--- config.mk ---
export PLATFORM = sky130hd
export DESIGN_NAME = deferred_writeback_seq
export DESIGN_NICKNAME = d
export VERILOG_FILES = /design/src/rtl/deferred_writeback_seq.sv
export SDC_FILE = /design/constraint.sdc
export NUM_CORES = 1
export LEC_CHECK = 0
export ABC_AREA = 0
export BUFFER_PORTS_ARGS = -buffer_cell sky130_fd_sc_hd__buf_2
export CORE_ASPECT_RATIO = 1.4
export CORE_MARGIN = 5
export CORE_UTILIZATION = 25
export DETAILED_ROUTE_END_ITERATION = 6
export SLEW_MARGIN = 15
export SYNTH_ARGS = -nofsm -noshare
export SYNTH_HDL_FRONTEND = slang
export SYNTH_SLANG_ARGS = --single-unit
--- constraint.sdc ---
create_clock -name phi2 -period 4.9 [get_ports phi2]
set_input_delay 0.98 -clock phi2 [delete_from_list [all_inputs] [get_ports phi2]]
set_output_delay 0.98 -clock phi2 [all_outputs]
set_load 0.03 [all_outputs]
--- src/rtl/deferred_writeback_seq.sv ---
`default_nettype none
// ============================================================================
// Module   : deferred_writeback_seq
// Purpose  : Queues destination registers of completing instructions and
//            replays their SB->register load strobe at a chosen T-state.
// Revision : 1.0 - initial release
// ============================================================================
module deferred_writeback_seq #(
  parameter int                 NUM_DEST = 3,
  parameter int                 T_WIDTH  = 7,
  parameter logic [T_WIDTH-1:0] WB_T     = 7'b0000100,
  parameter int                 DEPTH    = 2
) (
  input  logic                phi2,
  input  logic                rst_n,
  input  logic [T_WIDTH-1:0]  T,
  input  logic                op_done,
  input  logic [NUM_DEST-1:0] dest_sel,
  input  logic                hold,
  input  logic                flush,
  input  logic [NUM_DEST-1:0] rd_sel,
  output logic [NUM_DEST-1:0] wb_load,
  output logic [NUM_DEST-1:0] pending,
  output logic                hazard,
  output logic                overflow,
  output logic                sel_err
);

  localparam int                  PTR_W      = (DEPTH > 1) ? $clog2(DEPTH) : 1;
  localparam int                  CNT_W      = $clog2(DEPTH + 1);
  localparam logic [PTR_W-1:0]    C_LAST_PTR = PTR_W'(DEPTH - 1);
  localparam logic [CNT_W-1:0]    C_FULL     = CNT_W'(DEPTH);
  localparam logic [NUM_DEST-1:0] C_ONE      = NUM_DEST'(1);

  logic [NUM_DEST-1:0] r_slot [DEPTH];
  logic [DEPTH-1:0]    r_vld;
  logic [PTR_W-1:0]    r_head;
  logic [PTR_W-1:0]    r_tail;
  logic [CNT_W-1:0]    r_count;
  logic                r_overflow;
  logic                r_sel_err;

  logic                w_fire;
  logic                w_multi;
  logic                w_onehot;
  logic                w_full;
  logic                w_push_req;
  logic                w_push;
  logic                w_drop;
  logic [DEPTH-1:0]    w_vld_nxt;
  logic [NUM_DEST-1:0] w_pending;

  // Pointers wrap explicitly so non-power-of-two depths work.
  function automatic logic [PTR_W-1:0] f_next_ptr(input logic [PTR_W-1:0] p);
    return (p == C_LAST_PTR) ? '0 : p + PTR_W'(1);
  endfunction

  assign w_fire     = (r_count != '0) && (T == WB_T) && !hold && !flush;
  assign w_multi    = (dest_sel & (dest_sel - C_ONE)) != '0;
  assign w_onehot   = (dest_sel != '0) && !w_multi;
  assign w_full     = (r_count == C_FULL);
  assign w_push_req = op_done && w_onehot && !flush;
  // A pop in the same cycle frees the slot, so a full queue still accepts.
  assign w_push     = w_push_req && (!w_full || w_fire);
  assign w_drop     = w_push_req && w_full && !w_fire;

  always_comb begin
    w_vld_nxt = r_vld;
    if (w_fire) w_vld_nxt[r_head] = 1'b0;
    if (w_push) w_vld_nxt[r_tail] = 1'b1;
  end

  // Valid bits gate the OR so stale slot contents never show up.
  always_comb begin
    w_pending = '0;
    for (int i = 0; i < DEPTH; i++) begin
      if (r_vld[i]) w_pending = w_pending | r_slot[i];
    end
  end

  always_ff @(posedge phi2 or negedge rst_n) begin
    if (!rst_n) begin
      r_head     <= '0;
      r_tail     <= '0;
      r_count    <= '0;
      r_vld      <= '0;
      r_overflow <= 1'b0;
      r_sel_err  <= 1'b0;
    end else begin
      if (op_done && w_multi) r_sel_err  <= 1'b1;
      if (w_drop)             r_overflow <= 1'b1;
      if (flush) begin
        r_count <= '0;
        r_head  <= r_tail;
        r_vld   <= '0;
      end else begin
        r_vld <= w_vld_nxt;
        if (w_fire) r_head <= f_next_ptr(r_head);
        if (w_push) r_tail <= f_next_ptr(r_tail);
        if (w_push && !w_fire)      r_count <= r_count + CNT_W'(1);
        else if (w_fire && !w_push) r_count <= r_count - CNT_W'(1);
      end
    end
  end

  // Slot payload needs no reset; validity is tracked by r_vld.
  always_ff @(posedge phi2) begin
    if (w_push) r_slot[r_tail] <= dest_sel;
  end

  assign wb_load  = w_fire ? r_slot[r_head] : '0;
  assign pending  = w_pending;
  assign hazard   = |(rd_sel & w_pending);
  assign overflow = r_overflow;
  assign sel_err  = r_sel_err;

endmodule
`default_nettype wire
==> results of run 1 <==
==> critical path, stage by stage <==
cell,delay [ns]
buf_2,0.14
nor4_1,0.36
nand4_1,0.27
nor2_1,0.16
buf_2,0.20
==> area by class of cell <==
| class | instances | share of cell area [%] |
|---|---|---|
| clock buffers | 3 | 4.42 |
| clock inverters | 1 | 0.402 |
| inverters | 3 | 1.21 |
| multi-input cells | 44 | 34.3 |
| flip-flops and latches | 14 | 40.8 |
| well taps | 37 | 4.96 |
| repair buffers | 26 | 13.9 |
==> logic make-up after synthesis <==
family,after synthesis,synth area share [%]
xor+xnor,3,3.56
fa+ha+maj,1,1.36
compound gates,19,19.2
buf+inv,6,5.08
mux,4,5.42
flops,14,51.5
simple gates,17,13.9
==> power by group through the flow <==
| stage | Combinational, mW | Clock [mW] | Sequential [mW] |
|---|---|---|---|
| floorplan | 0.0587 | 0 | 0.155 |
| global placement | 0.0737 | 0 | 0.164 |
| detailed placement | 0.0743 | 0 | 0.165 |
| CTS | 0.0750 | 0.0975 | 0.162 |
| global route | 0.0811 | 0.105 | 0.165 |
| finish | 0.0743 | 0.0946 | 0.162 |
==> final timing paths <==
kind                       startpoint            to  slack (ns)  cells past startpoint
max reg2reg                r_count[0]  r_slot[1][0]        2.96                      5
max in group asynchronous       rst_n       sel_err        4.15                      1
min                           sel_err       sel_err        0.45                      1
min reg2reg                   sel_err       sel_err        0.45                      1
max                             flush    wb_load[2]        1.80                      5
min in group asynchronous       rst_n    r_count[0]        0.58                      1
==> per-layer routing <==
| layer | vias up | global-route usage [%] | wire (um) |
|---|---|---|---|
| met5 | - | 0 | 0 |
| met4 | 0 | 7.92 | 40 |
| met3 | 2 | 2.26 | 104 |
| met2 | 16 | 15.8 | 881 |
| met1 | 276 | 7.80 | 609 |
| li1 | 299 | - | - |
==> layout by cell type, fill, tap and decap left out, types with 2 or more instances in the layout <==
master and count:
buf_2 26, dfrtp_1 8, edfxtp_1 6, nor2_1 5
mux2i_1 4, inv_1 3, a22o_1 3, clkbuf_8 3
o21ai_0 2, nor4_1 2, nand2_1 2, xnor2_1 2
a211oi_1 2
==> sequential cells by signal, indices dropped and copies added (netlist names) <==
register  count
r_vld         2
r_head        1
r_count       2
overflow      1
r_tail        1
r_slot        6
sel_err       1
==> metrics.txt, run 1 <==
Slew Limit Fails 0; Final setup viols 0; row count 23; Reg area 380 um^2; Final GP Congestion 0.788; Mapped Area 738 um^2; final instance area around 930 um^2; maxcap violations 0; DP Area 888 um^2; Area contributors post-synth dfrtp_1, edfxtp_1, mux2i_1; Setup CP Type in -> out; layout cells sized above 1 between 30% and 40%; hold slack 0.454 ns; Worst EP required 3.92 ns; slack of the critical path 1.80 ns; 1st-iter DRT viols 7; final critical-path required period 3.10 ns; routed vias/inst 4.63; htree depth 1; total negative slack 0 ns; ANT cells 0; Flop pwr share 49.0%; register area share after synthesis 51.5%; post-CTS sizing 0; Post-synth top cells dfrtp_1, edfxtp_1, nor2_1, mux2i_1; Hold-fix buffers, CTS 0; asr flop ratio synth between 50% and 60%; Clk pwr share roughly 29%; Filler Cell Count 293; vias in the first global route 639; Avg Cell Area, Syn 11.5 um^2; Die X-Extent ~56 um; final hold vios 0; dominant synthesized flop cell dfrtp_1; number of I/O port buffers 26; Internal around 0.23 mW; RSZ-0062 raised after global routing no; Final Cycle Share 63.2%; Yosys top cell by area dfrtp_1; Hold Crit Class reg -> reg; first-pass GRT wire length 2.72 mm; Yosys cell types 35; Routed WL between 1.5 and 2 mm; sw frac 30.8%; DR vias 593; Pwr Density between 300 and 400 mW/mm^2; CTS tree done; Clock Pin Slew Worst Setup and Hold Paths 0.06 ns; largest net degree at the start of global routing 9; I/O pin count 27; Fmax 0.323 GHz; Final ANT Viol Nets 0; Die ar. 0.00415 mm^2; post-synthesis cell count 64; Root Driver clkbuf_8; Inst Count DP ~120; Num Clock Sinks 14; P_sw 0.102 mW; status finished, final reports clean; gr ovfl total 0; Vert. Die Dim 74.3 um; most frequent cell after synthesis dfrtp_1; Crit. End Element primary output; syn_nets 82; initial antenna violation count 0; peak supply drop 142 uV; Lkg Pwr between 0.4 and 0.5 nW; fin nets 110; clock latency on the worst-skew pair 0.24 ns; combinational power share 22.4%; GRT Total Usage 8.63%; Final Skew ~0.0022 ns; Setup Fix Bufs, Post-CTS 0; hpwl dp 1.32 mm; CP startpoint kind primary input; Bufs on Longest Clock Path 2; Pre-Repair DR Iteration Count 4; CTS buffer count 3; Relative slew margins between 60% and 70%; Multi-input gate area 320 um^2; share of the synthesized area in the top cell type 27.1%; Post-synth EDFFs 6; Ys Warns 0; flops & latches, synth 14; fin cells 128; Avg WL per Cell 12.8 um; P&R area growth vs syn 26.4%; CP Max Fanout 6; pre-CTS setup slack ~1.8 ns; DR DRC count 0; Pwr Total roughly 0.33 mW; crit path DAT roughly 2.1 ns; measured slew at the worst slew-check pin 0.549 ns; final core utilization 32.8%; Core Area 0.00285 mm^2; initial core utilization 25.9%
Power figures use the tool's default switching activity.
==> inputs of run 2 (changes only) <==
ABC_AREA = 1   (was 0)
clock period = 2.9 ns   (was 4.9 ns; I/O delays follow)
==> run 2 against run 1 <==
Core utilization grew 0.37 points; largest cell class unchanged; global-route usage shrank 0.61 points; setup slack lost 1.2 ns; combinational power grew 140%; routed wire length grew 3.5%; sequential power grew 65%; sequential cell count is the same; die area grew 8.4%; via count grew 23%; first-iteration DRC count grew to 3.3 times the previous value; clock power grew 96%; clock skew grew 0.0051 ns.
==> metrics.txt, run 2 <==
status finished, final reports clean; measured slew at the worst slew-check pin between 0.2 and 0.25 ns; pre-CTS setup slack 0.640 ns; Hold Crit Class in -> async; gr ovfl total 0; fin nets 147; Flop pwr share 42.3%; GRT Total Usage between 8 and 9%; CP startpoint kind primary input; Area contributors post-synth dfrtp_1, edfxtp_1, nand2_1; CTS tree done; Hold-fix buffers, CTS 0; largest family of logic cells by synthesized area simple AND/OR/NAND/NOR gates; Post-synth EDFFs 6; crit-path cells buf_2 -> nor2_2 -> nand2_1 -> nor2_4 -> nand2_4 -> nor2_2 -> nand2_1 -> o21ai_0 -> buf_2; Avg Cell Area, Syn just over 8 um^2; DP Area about 1000 um^2; 1st-iter DRT viols 23; Relative slew margins 83.7%; Final Cycle Share between 70% and 80%; Yosys top cell by area dfrtp_1; Worst EP required 2.32 ns; Die X-Extent 58.2 um; P&R area growth vs syn 27.4%; asr flop ratio synth 57.1%; DR vias 727; final hold vios 0; number of I/O port buffers 26; sw frac between 30% and 40%; Crit. End Element primary output; adder-cell share of the synthesized area 0%; Mapped Area 812 um^2; Die ar. 0.00450 mm^2; dominant synthesized flop cell dfrtp_1; Pwr Density 610 mW/mm^2; hpwl dp 1.45 mm; CP Max Fanout 8; Synth Area in Compound Gates 9.55%; Core Area 0.00312 mm^2; Clk pwr share between 20% and 30%; combinational power share 28.4%; first-pass GRT wire length 2.87 mm; Yosys cell types 17; maxcap violations 0; final instance area 0.00103 mm^2; routed vias/inst 4.35; Lkg Pwr between 0.5 and 0.6 nW; final critical-path required period 2.26 ns; CTS buffer count 3; max reg flops 6; clock latency on the worst-skew pair 0.24 ns; share of the synthesized area in the top cell type 24.7%; Regs by FF count r_slot: 6 flops, r_count: 2 flops, r_vld: 2 flops; I/O pin count 27; Routed WL 1.69 mm; Synth Area in XOR/XNOR 0%; Post-synth top cells nand2_1, inv_1, dfrtp_1, nor2_1, o21ai_0; Bufs on Longest Clock Path 2; Slew Limit Fails 0; total negative slack 0 ns; Setup Fix Bufs, Post-CTS 0; Root Driver clkbuf_8; ANT cells 0; Setup CP Type in -> out; FF-to-FF setup slack 1.44 ns; slack of the critical path about 0.64 ns; hold slack ~0.17 ns; Final Skew between 0.007 and 0.008 ns; syn_nets 117; most frequent cells in the layout nand2_1, buf_2, inv_1; slowest CP cell buf_2; row count 24; Internal 0.426 mW; crit path DAT 1.68 ns; fin cells 167; Pwr Total around 0.63 mW; register area share after synthesis 46.8%; layout cells sized above 1 31.3%; Avg WL per Cell 10.1 um; DR DRC count 0; initial core utilization 26.0%; post-synthesis cell count 99; commonest non-fill, non-tap cell in the layout nand2_1; Ys Warns 0; Num Clock Sinks 14; Vert. Die Dim just under 80 um; Fmax 0.443 GHz; Final setup viols 0; RSZ-0062 raised after global routing no; Pre-Repair DR Iteration Count 4; largest register by flop count r_slot; vias in the first global route ~700; peak supply drop 269 uV; Final GP Congestion 0.898; final core utilization between 30% and 40%; initial antenna violation count 0; Final ANT Viol Nets 0; htree depth 1; Clock Pin Slew Worst Setup and Hold Paths 0.06 ns; P_sw 0.206 mW; Inst Count DP 163; most frequent cell after synthesis nand2_1; largest net degree at the start of global routing 9; proportion of synthesized area in mux cells 0%; Max stage delay on crit path 0.22 ns; Post-Synth Simple-Gate Area 34.4%; flops & latches, synth 14; post-CTS sizing 0
-- run 2: changes by cell type in the layout (fill, tap and decap cells not counted), sizes merged, moves of 2 or more --
cell,before,now
a22o,3,0
nor4,2,0
a211oi,2,0
mux2i,4,0
nor2,5,11
inv,3,17
o21ai,3,7
nand3,0,8
a21oi,1,4
nand2,2,31
xnor2,2,0
-- run 2: power groups by stage --
| stage | combinational [mW] | clock (mW) | sequential, mW |
|---|---|---|---|
| finish | 0.179 | 0.185 | 0.267 |
| global route | 0.200 | 0.202 | 0.271 |
| CTS | 0.181 | 0.189 | 0.267 |
| detailed placement | 0.179 | 0 | 0.269 |
| global placement | 0.176 | 0 | 0.269 |
| floorplan | 0.121 | 0 | 0.279 |
-- run 2: layout make-up --
cell class	instances	area [um^2]
fill	348	2090
clock buffer	4	55.1
inverter	17	63.8
multi-input combinational	67	357
timing repair buffer	26	130
tap	39	48.8
sequential	14	380
-- run 2: logic make-up (layout without fill, tap and decap cells) --
family | after synthesis | in the layout
buffers and inverters | 18 | 47
DFF | 14 | 14
and+or+nand+nor | 53 | 53
AOI/OAI and AO/OA | 14 | 14
-- run 2: worst max-delay path, delay by kind of cell --
family                 cells  cell delay (ns)
AO/OA/AOI/OAI              1             0.08
buffers and inverters      2             0.37
AND/OR/NAND/NOR            6             0.63
-- run 2: worst paths after layout --
check,startpoint,endpoint,cells past startpoint
worst max-delay path,flush,wb_load[1],9
worst min-delay path,rst_n,r_count[1],1
worst max register to register,r_count[0],r_slot[1][0],8
worst min register to register,sel_err,sel_err,1
max in group asynchronous,rst_n,r_vld[0],1
min in group phi2,sel_err,sel_err,1
-- run 2: routing by layer --
layer / vias to the layer above / part of all wire, % / GRT usage [%] / wire length (um)
met5: - / 0 / 0 / 0
met4: 0 / 1.1 / 3.48 / 19
met3: 2 / 4.8 / 2.16 / 82
met2: 22 / 55 / 14.1 / 939
met1: 330 / 38 / 8.78 / 651
li1: 373 / - / - / -
